<file path="src/rtl/ncl_gray_capture.sv">
// ncl_gray_capture: clocked-domain receiver for a dual-rail NCL Gray encoder.
// It synchronizes the rails and detects DATA/NULL completion. It drives the NCL
// acknowledge (ko) back upstream. Captured words are converted from Gray to
// binary and buffered behind a valid/ready handshake. Illegal rail codes and
// stalled wavefronts are reported through sticky error flags.
module ncl_gray_capture #(
    parameter int unsigned WIDTH         = 4,
    parameter int unsigned SYNC_STAGES   = 2,
    parameter int unsigned STABLE_CYCLES = 2,
    parameter int unsigned TIMEOUT       = 64
) (
    input  logic                 clk,
    input  logic                 rst_n,
    input  logic [2*WIDTH-1:0]   in_rails,
    output logic                 ko,
    output logic [WIDTH-1:0]     gray_q,
    output logic [WIDTH-1:0]     bin_q,
    output logic                 out_valid,
    input  logic                 out_ready,
    output logic                 err_illegal,
    output logic                 err_timeout,
    input  logic                 err_clr,
    output logic [7:0]           word_cnt
);

    localparam int unsigned RW  = 2 * WIDTH;
    localparam int unsigned SCW = (STABLE_CYCLES < 1) ? 1 : $clog2(STABLE_CYCLES + 1);
    localparam int unsigned TCW = $clog2(TIMEOUT + 1);
    localparam logic [SCW-1:0] STABLE_MAX = SCW'(STABLE_CYCLES);
    localparam logic [TCW-1:0] TMO_MAX    = TCW'(TIMEOUT);

    typedef enum logic [1:0] {
        WAIT_DATA = 2'd0,
        STABLE    = 2'd1,
        WAIT_NULL = 2'd2
    } state_t;

    state_t           state;
    logic [RW-1:0]    sync_q [SYNC_STAGES];
    logic [RW-1:0]    s;
    logic [RW-1:0]    snap_q;
    logic [SCW-1:0]   stable_cnt;
    logic [TCW-1:0]   tmo_cnt;

    logic [WIDTH-1:0] dig_data_c;
    logic [WIDTH-1:0] dig_ill_c;
    logic [WIDTH-1:0] snap_gray_c;
    logic             complete_c;
    logic             null_c;
    logic             illegal_c;
    logic             partial_c;
    logic             buf_free_c;
    logic             tmo_cond_c;
    logic             tmo_hit_c;

    // Gray to binary: each binary bit is the XOR of all Gray bits at or above it.
    function automatic logic [WIDTH-1:0] gray2bin(input logic [WIDTH-1:0] g);
        logic [WIDTH-1:0] b;
        b = '0;
        b[WIDTH-1] = g[WIDTH-1];
        for (int i = int'(WIDTH) - 2; i >= 0; i--) begin
            b[i] = b[i+1] ^ g[i];
        end
        return b;
    endfunction

    // Per-rail flop synchronizer chain; the last stage feeds all classification.
    always_ff @(posedge clk or negedge rst_n) begin
        if (!rst_n) begin
            for (int unsigned i = 0; i < SYNC_STAGES; i++) begin
                sync_q[i] <= '0;
            end
        end else begin
            sync_q[0] <= in_rails;
            for (int unsigned i = 1; i < SYNC_STAGES; i++) begin
                sync_q[i] <= sync_q[i-1];
            end
        end
    end

    assign s = sync_q[SYNC_STAGES-1];

    // Per-digit decode of synchronized rails and of the held snapshot.
    always_comb begin
        dig_data_c  = '0;
        dig_ill_c   = '0;
        snap_gray_c = '0;
        for (int k = 0; k < int'(WIDTH); k++) begin
            dig_data_c[k]  = s[2*k+1] ^ s[2*k];
            dig_ill_c[k]   = s[2*k+1] & s[2*k];
            snap_gray_c[k] = snap_q[2*k+1];
        end
    end

    // Wavefront classification.
    assign complete_c = &dig_data_c;
    assign null_c     = (s == '0);
    assign illegal_c  = |dig_ill_c;
    assign partial_c  = !complete_c && !null_c && !illegal_c;

    // The output slot can take a new word when empty or being popped this cycle.
    assign buf_free_c = !out_valid || out_ready;

    // Stall conditions: an incomplete DATA wavefront, or a NULL wavefront that never arrives.
    assign tmo_cond_c = ((state == WAIT_DATA) && partial_c) ||
                        ((state == WAIT_NULL) && !null_c);
    assign tmo_hit_c  = tmo_cond_c && (tmo_cnt >= (TMO_MAX - TCW'(1)));

    // Handshake FSM, capture datapath and output buffer.
    always_ff @(posedge clk or negedge rst_n) begin
        if (!rst_n) begin
            state      <= WAIT_DATA;
            ko         <= 1'b1;
            snap_q     <= '0;
            stable_cnt <= '0;
            gray_q     <= '0;
            bin_q      <= '0;
            out_valid  <= 1'b0;
            word_cnt   <= '0;
        end else begin
            // A pop empties the slot; a same-edge capture below refills it.
            if (out_valid && out_ready) begin
                out_valid <= 1'b0;
            end
            case (state)
                WAIT_DATA: begin
                    ko <= 1'b1;
                    if (complete_c) begin
                        state      <= STABLE;
                        snap_q     <= s;
                        stable_cnt <= SCW'(1);
                    end
                end
                STABLE: begin
                    if ((s != snap_q) || !complete_c) begin
                        // Glitch or illegal code during settling: start over.
                        state      <= WAIT_DATA;
                        stable_cnt <= '0;
                    end else if (stable_cnt == STABLE_MAX) begin
                        // When the buffer is full, hold here with ko high so upstream keeps DATA.
                        if (buf_free_c) begin
                            gray_q     <= snap_gray_c;
                            bin_q      <= gray2bin(snap_gray_c);
                            out_valid  <= 1'b1;
                            word_cnt   <= word_cnt + 8'd1;
                            ko         <= 1'b0;
                            state      <= WAIT_NULL;
                            stable_cnt <= '0;
                        end
                    end else begin
                        stable_cnt <= stable_cnt + SCW'(1);
                    end
                end
                WAIT_NULL: begin
                    if (null_c) begin
                        state <= WAIT_DATA;
                        ko    <= 1'b1;
                    end
                end
                default: begin
                    state <= WAIT_DATA;
                    ko    <= 1'b1;
                end
            endcase
        end
    end

    // Saturating stall counter; any break in the stall condition clears it.
    always_ff @(posedge clk or negedge rst_n) begin
        if (!rst_n) begin
            tmo_cnt <= '0;
        end else if (tmo_cond_c) begin
            if (tmo_cnt != TMO_MAX) begin
                tmo_cnt <= tmo_cnt + TCW'(1);
            end
        end else begin
            tmo_cnt <= '0;
        end
    end

    // Sticky error flags; a same-cycle set takes priority over err_clr.
    always_ff @(posedge clk or negedge rst_n) begin
        if (!rst_n) begin
            err_illegal <= 1'b0;
            err_timeout <= 1'b0;
        end else begin
            if (illegal_c) begin
                err_illegal <= 1'b1;
            end else if (err_clr) begin
                err_illegal <= 1'b0;
            end
            if (tmo_hit_c) begin
                err_timeout <= 1'b1;
            end else if (err_clr) begin
                err_timeout <= 1'b0;
            end
        end
    end

endmodule

</file>
<file path="config.mk">
export PLATFORM = sky130hd
export DESIGN_NAME = ncl_gray_capture
export DESIGN_NICKNAME = d
export VERILOG_FILES = /design/src/rtl/ncl_gray_capture.sv
export SDC_FILE = /design/constraint.sdc
export NUM_CORES = 1
export LEC_CHECK = 0
export BUFFER_PORTS_ARGS = -buffer_cell sky130_fd_sc_hd__buf_2
export CAP_MARGIN = 20
export CORE_MARGIN = 3
export CORE_UTILIZATION = 53
export CTS_CLUSTER_SIZE = 25
export DETAILED_ROUTE_END_ITERATION = 8
export PLACE_DENSITY = 0.74
export SYNTH_ARGS = -nofsm -noshare
export SYNTH_HDL_FRONTEND = slang
export SYNTH_SLANG_ARGS = --single-unit
</file>
<file path="constraint.sdc">
create_clock -name clk -period 2.1 [get_ports clk]
set_input_delay 0.42 -clock clk [delete_from_list [all_inputs] [get_ports clk]]
set_output_delay 0.42 -clock clk [all_outputs]
set_load 0.02 [all_outputs]
</file>
==> metrics.csv <==
stage,metric,value,unit
synth,Synth top area share,0.562,
synth,Seq cells post-synth,54,
hold_path,min-delay worst type,primary input to async pin,
setup_path,cell with the largest stage delay on the worst path,dfrtp_1,
clock_tree,H-tree Lvls,2,
synth,Post-Syn Instances,214,
floorplanning,initial core utilization,0.569,
job,maxcap violations,0,
clock_tree,Clock transition at path regs,0.10,ns
power,Combinational Power Share,0.117,
clock_tree,setup bufs post-CTS,0,
clock_tree,clk sinks,54,
global_route,first-pass GRT wire length,6.88,mm
global_route,vias in the first global route,1527,
synth,Main synth FF type,dfrtp_1,
clock_tree,CTS Buf Count,5,
synth,Yosys warnings,0,
floorplanning,Die Height,72.7,um
power,clock network fraction of total power,0.359,
global_route,largest net degree at the start of global routing,36,
setup_path,Worst Path Arrival,2.09,ns
synth,"Seq/Total Area, Yosys",0.573,
clock_tree,"Hold-fix buffers, CTS",0,
detailed_routing,drt first pass iters,4,
sta,hold slack,0.0581,ns
setup_path,Worst EP required,2.33,ns
power,Switching Fraction,0.240,
place,GPL Wtd Cong,0.856,
floorplanning,Die ar.,5290,um^2
synth,post-synth cell types,43,
sta,fin crit period,1.86,ns
power,P_sw,0.554,mW
floorplanning,die extent in x,72.7,um
cells_and_area,Final nets,272,
detailed_routing,vias per std cell,5.24,
clock_tree,worst-case clock buffer depth,2,
sta,Max Freq,538,MHz
power,LEAKAGE,1.40,nW
clock_tree,CTS tree,yes,
detailed_routing,DRC,0,
detailed_routing,detailed-route via count,1571,
synth,Synth async-reset ratio,1.00,
clock_tree,Root Driver,clkbuf_8,
setup_path,worst-path cell chain,inv_1 -> ha_1 -> nand4_1 -> nor2_1 -> and4_4 -> and3_1 -> xor2_1,
synth,syn nets,237,
sta,Clock Skew,0.0126,ns
floorplanning,Core ar.,4140,um^2
sta,Setup TNS,0,ns
setup_path,flop-to-flop setup slack,0.24,ns
sta,RSZ-0062 raised after global routing,false,
setup_path,endpoint class of the critical path,flip-flop,
detailed_routing,DRT Wirelength,3.88,mm
global_route,grt ovf,0,
setup_path,CP top delay family,simple AND/OR/NAND/NOR gates,
sta,final setup vio count,0,
setup_path,crit-path max FO,12,
setup_path,"Largest stage delay, worst path",0.41,ns
clock_tree,PostCTS Resize Cnt,0,
synth,"EDFF count, synth",0,
power,Worst VDD drop,0.575,mV
sta,crit share post-route,0.885,
synth,Mapped Area,2360,um^2
detailed_routing,drt wl/cell,12.9,um
power,pwr dens,851,nW/um^2
cells_and_area,Layout area overhead,15.0,%
floorplanning,Top Ports,32,
detailed_routing,Antenna Nets Post-Route,0,
cells_and_area,number of diodes,0,
global_route,Overall Global Routing Usage,0.166,
cells_and_area,Layout Utilization,0.654,
synth,syn avg cell area,11.0,um^2
cells_and_area,area of the multi-input gates,926,um^2
global_route,initial antenna violation count,0,
sta,final hold viol count,0,
sta,Tightest Pin Transition,0.576,ns
synth,Commonest cells post-synth,"dfrtp_1 (53), nand2_1 (40), nor2_1 (18)",
power,Internal Pwr Total,1.75,mW
clock_tree,worst skew pair latency,0.31,ns
sta,Final WS setup,0.241,ns
synth,most frequent cell after synthesis,dfrtp_1,
detailed_routing,Initial DRC Count,116,
setup_path,crit start category,flip-flop,
place,buffers added on ports,31,
floorplanning,Rows,23,
cells_and_area,share of cells above drive strength 1,0.204,
synth,cell taking the most area after synthesis,dfrtp_1,
power,sequential share of power,0.524,
cells_and_area,FF+latch area,1350,um^2
sta,max-slew violation count,0,
sta,max_slew headroom,0.614,
place,Place WS,0.234,ns
place,HPWL Detailed,2.89,mm
outcome,status,"finished, final reports clean",
setup_path,crit path buf inv count,1,
setup_path,Crit Path Category,flip-flop to flip-flop,
cells_and_area,fill count,331,
synth,synth top area cells,"dfrtp_1 (56%), nand2_1 (6.4%), ha_1 (5.8%)",
[layer usage]
metal  share of wire  GRT usage  up-vias
met3           0.042     0.0386        8
met4           0.024     0.0717        0
met2            0.48      0.262       34
li1                -          -      769
met5               0          0        -
met1            0.46      0.221      760
[cells by family after synthesis]
logic type      Yosys count  share of synthesized area
xor+xnor                 23                     0.0886
flops                    54                      0.573
mux                       1                    0.00477
simple gates             87                      0.187
compound gates           21                     0.0541
buf+inv                  17                     0.0339
fa+ha+maj                11                     0.0584
[metrics by stage]
| stage | std cells | instance area [um^2] | total power [mW] |
|---|---|---|---|
| floorplan | 214 | 2360 | 1.41 |
| global placement | 292 | 2570 | 1.50 |
| detailed placement | 292 | 2570 | 1.50 |
| CTS | 300 | 2710 | 2.33 |
| global route | 300 | 2710 | 2.43 |
| finish | 300 | 2710 | 2.31 |
[power by group through the flow]
| stage | clock, mW | combinational (mW) | sequential [mW] |
|---|---|---|---|
| after floorplan | 0 | 0.200 | 1.21 |
| final | 0.828 | 0.270 | 1.21 |
| after detailed placement | 0 | 0.273 | 1.23 |
| after global placement | 0 | 0.270 | 1.23 |
| after global routing | 0.896 | 0.309 | 1.22 |
| after CTS | 0.849 | 0.275 | 1.21 |
[layout make-up]
| class | count | share of cell area |
|---|---|---|
| clock buffer | 6 | 0.0305 |
| clock inverter | 2 | 0.0222 |
| inverter | 12 | 0.0166 |
| multi-input combinational | 143 | 0.341 |
| sequential | 54 | 0.499 |
| tap | 50 | 0.0231 |
| timing repair buffer | 33 | 0.0674 |
[flip-flops by register name (all words and copies together) (netlist names), 2 cells and up]
register and flops:
tmo_cnt 7, state 2, s 8, sync_q 8, bin_q 3, word_cnt 8
gray_q 4, stable_cnt 2, snap_q 8
[path summary, 6_finish.rpt]
| kind | start | endpoint | cells after the start |
|---|---|---|---|
| max in group asynchronous | rst_n | s[4] | 2 |
| min in group clk | in_rails[6] | sync_q[14] | 1 |
| worst min-delay path | rst_n | gray_q[3] | 1 |
| worst max register to register | s[6] | word_cnt[7] | 7 |
| worst min register to register | sync_q[8] | s[0] | 0 |
| worst max-delay path | s[6] | word_cnt[7] | 7 |
[worst reg2reg max path: cells and delay by family (launching register included)]
family	cells	cell delay [ns]
buffers and inverters	1	0.08
and+or+nand+nor	4	0.87
xor gates and xnor gates	1	0.15
DFF	1	0.41
adders and majority gates	1	0.29
[cell usage in the layout (no fill, tap or decap), drive strengths merged, types with 3 or more instances in the layout]
master and count:
nand4 4, nand3 6, nand2 40, and4 3, buf 33, xor2 14
xnor2 9, inv 12, dfrtp 53, ha 11, nor2 18, clkbuf 6
nor3 3, o21ai 12, and3 3
No activity file was read; power rests on OpenSTA's default activity.
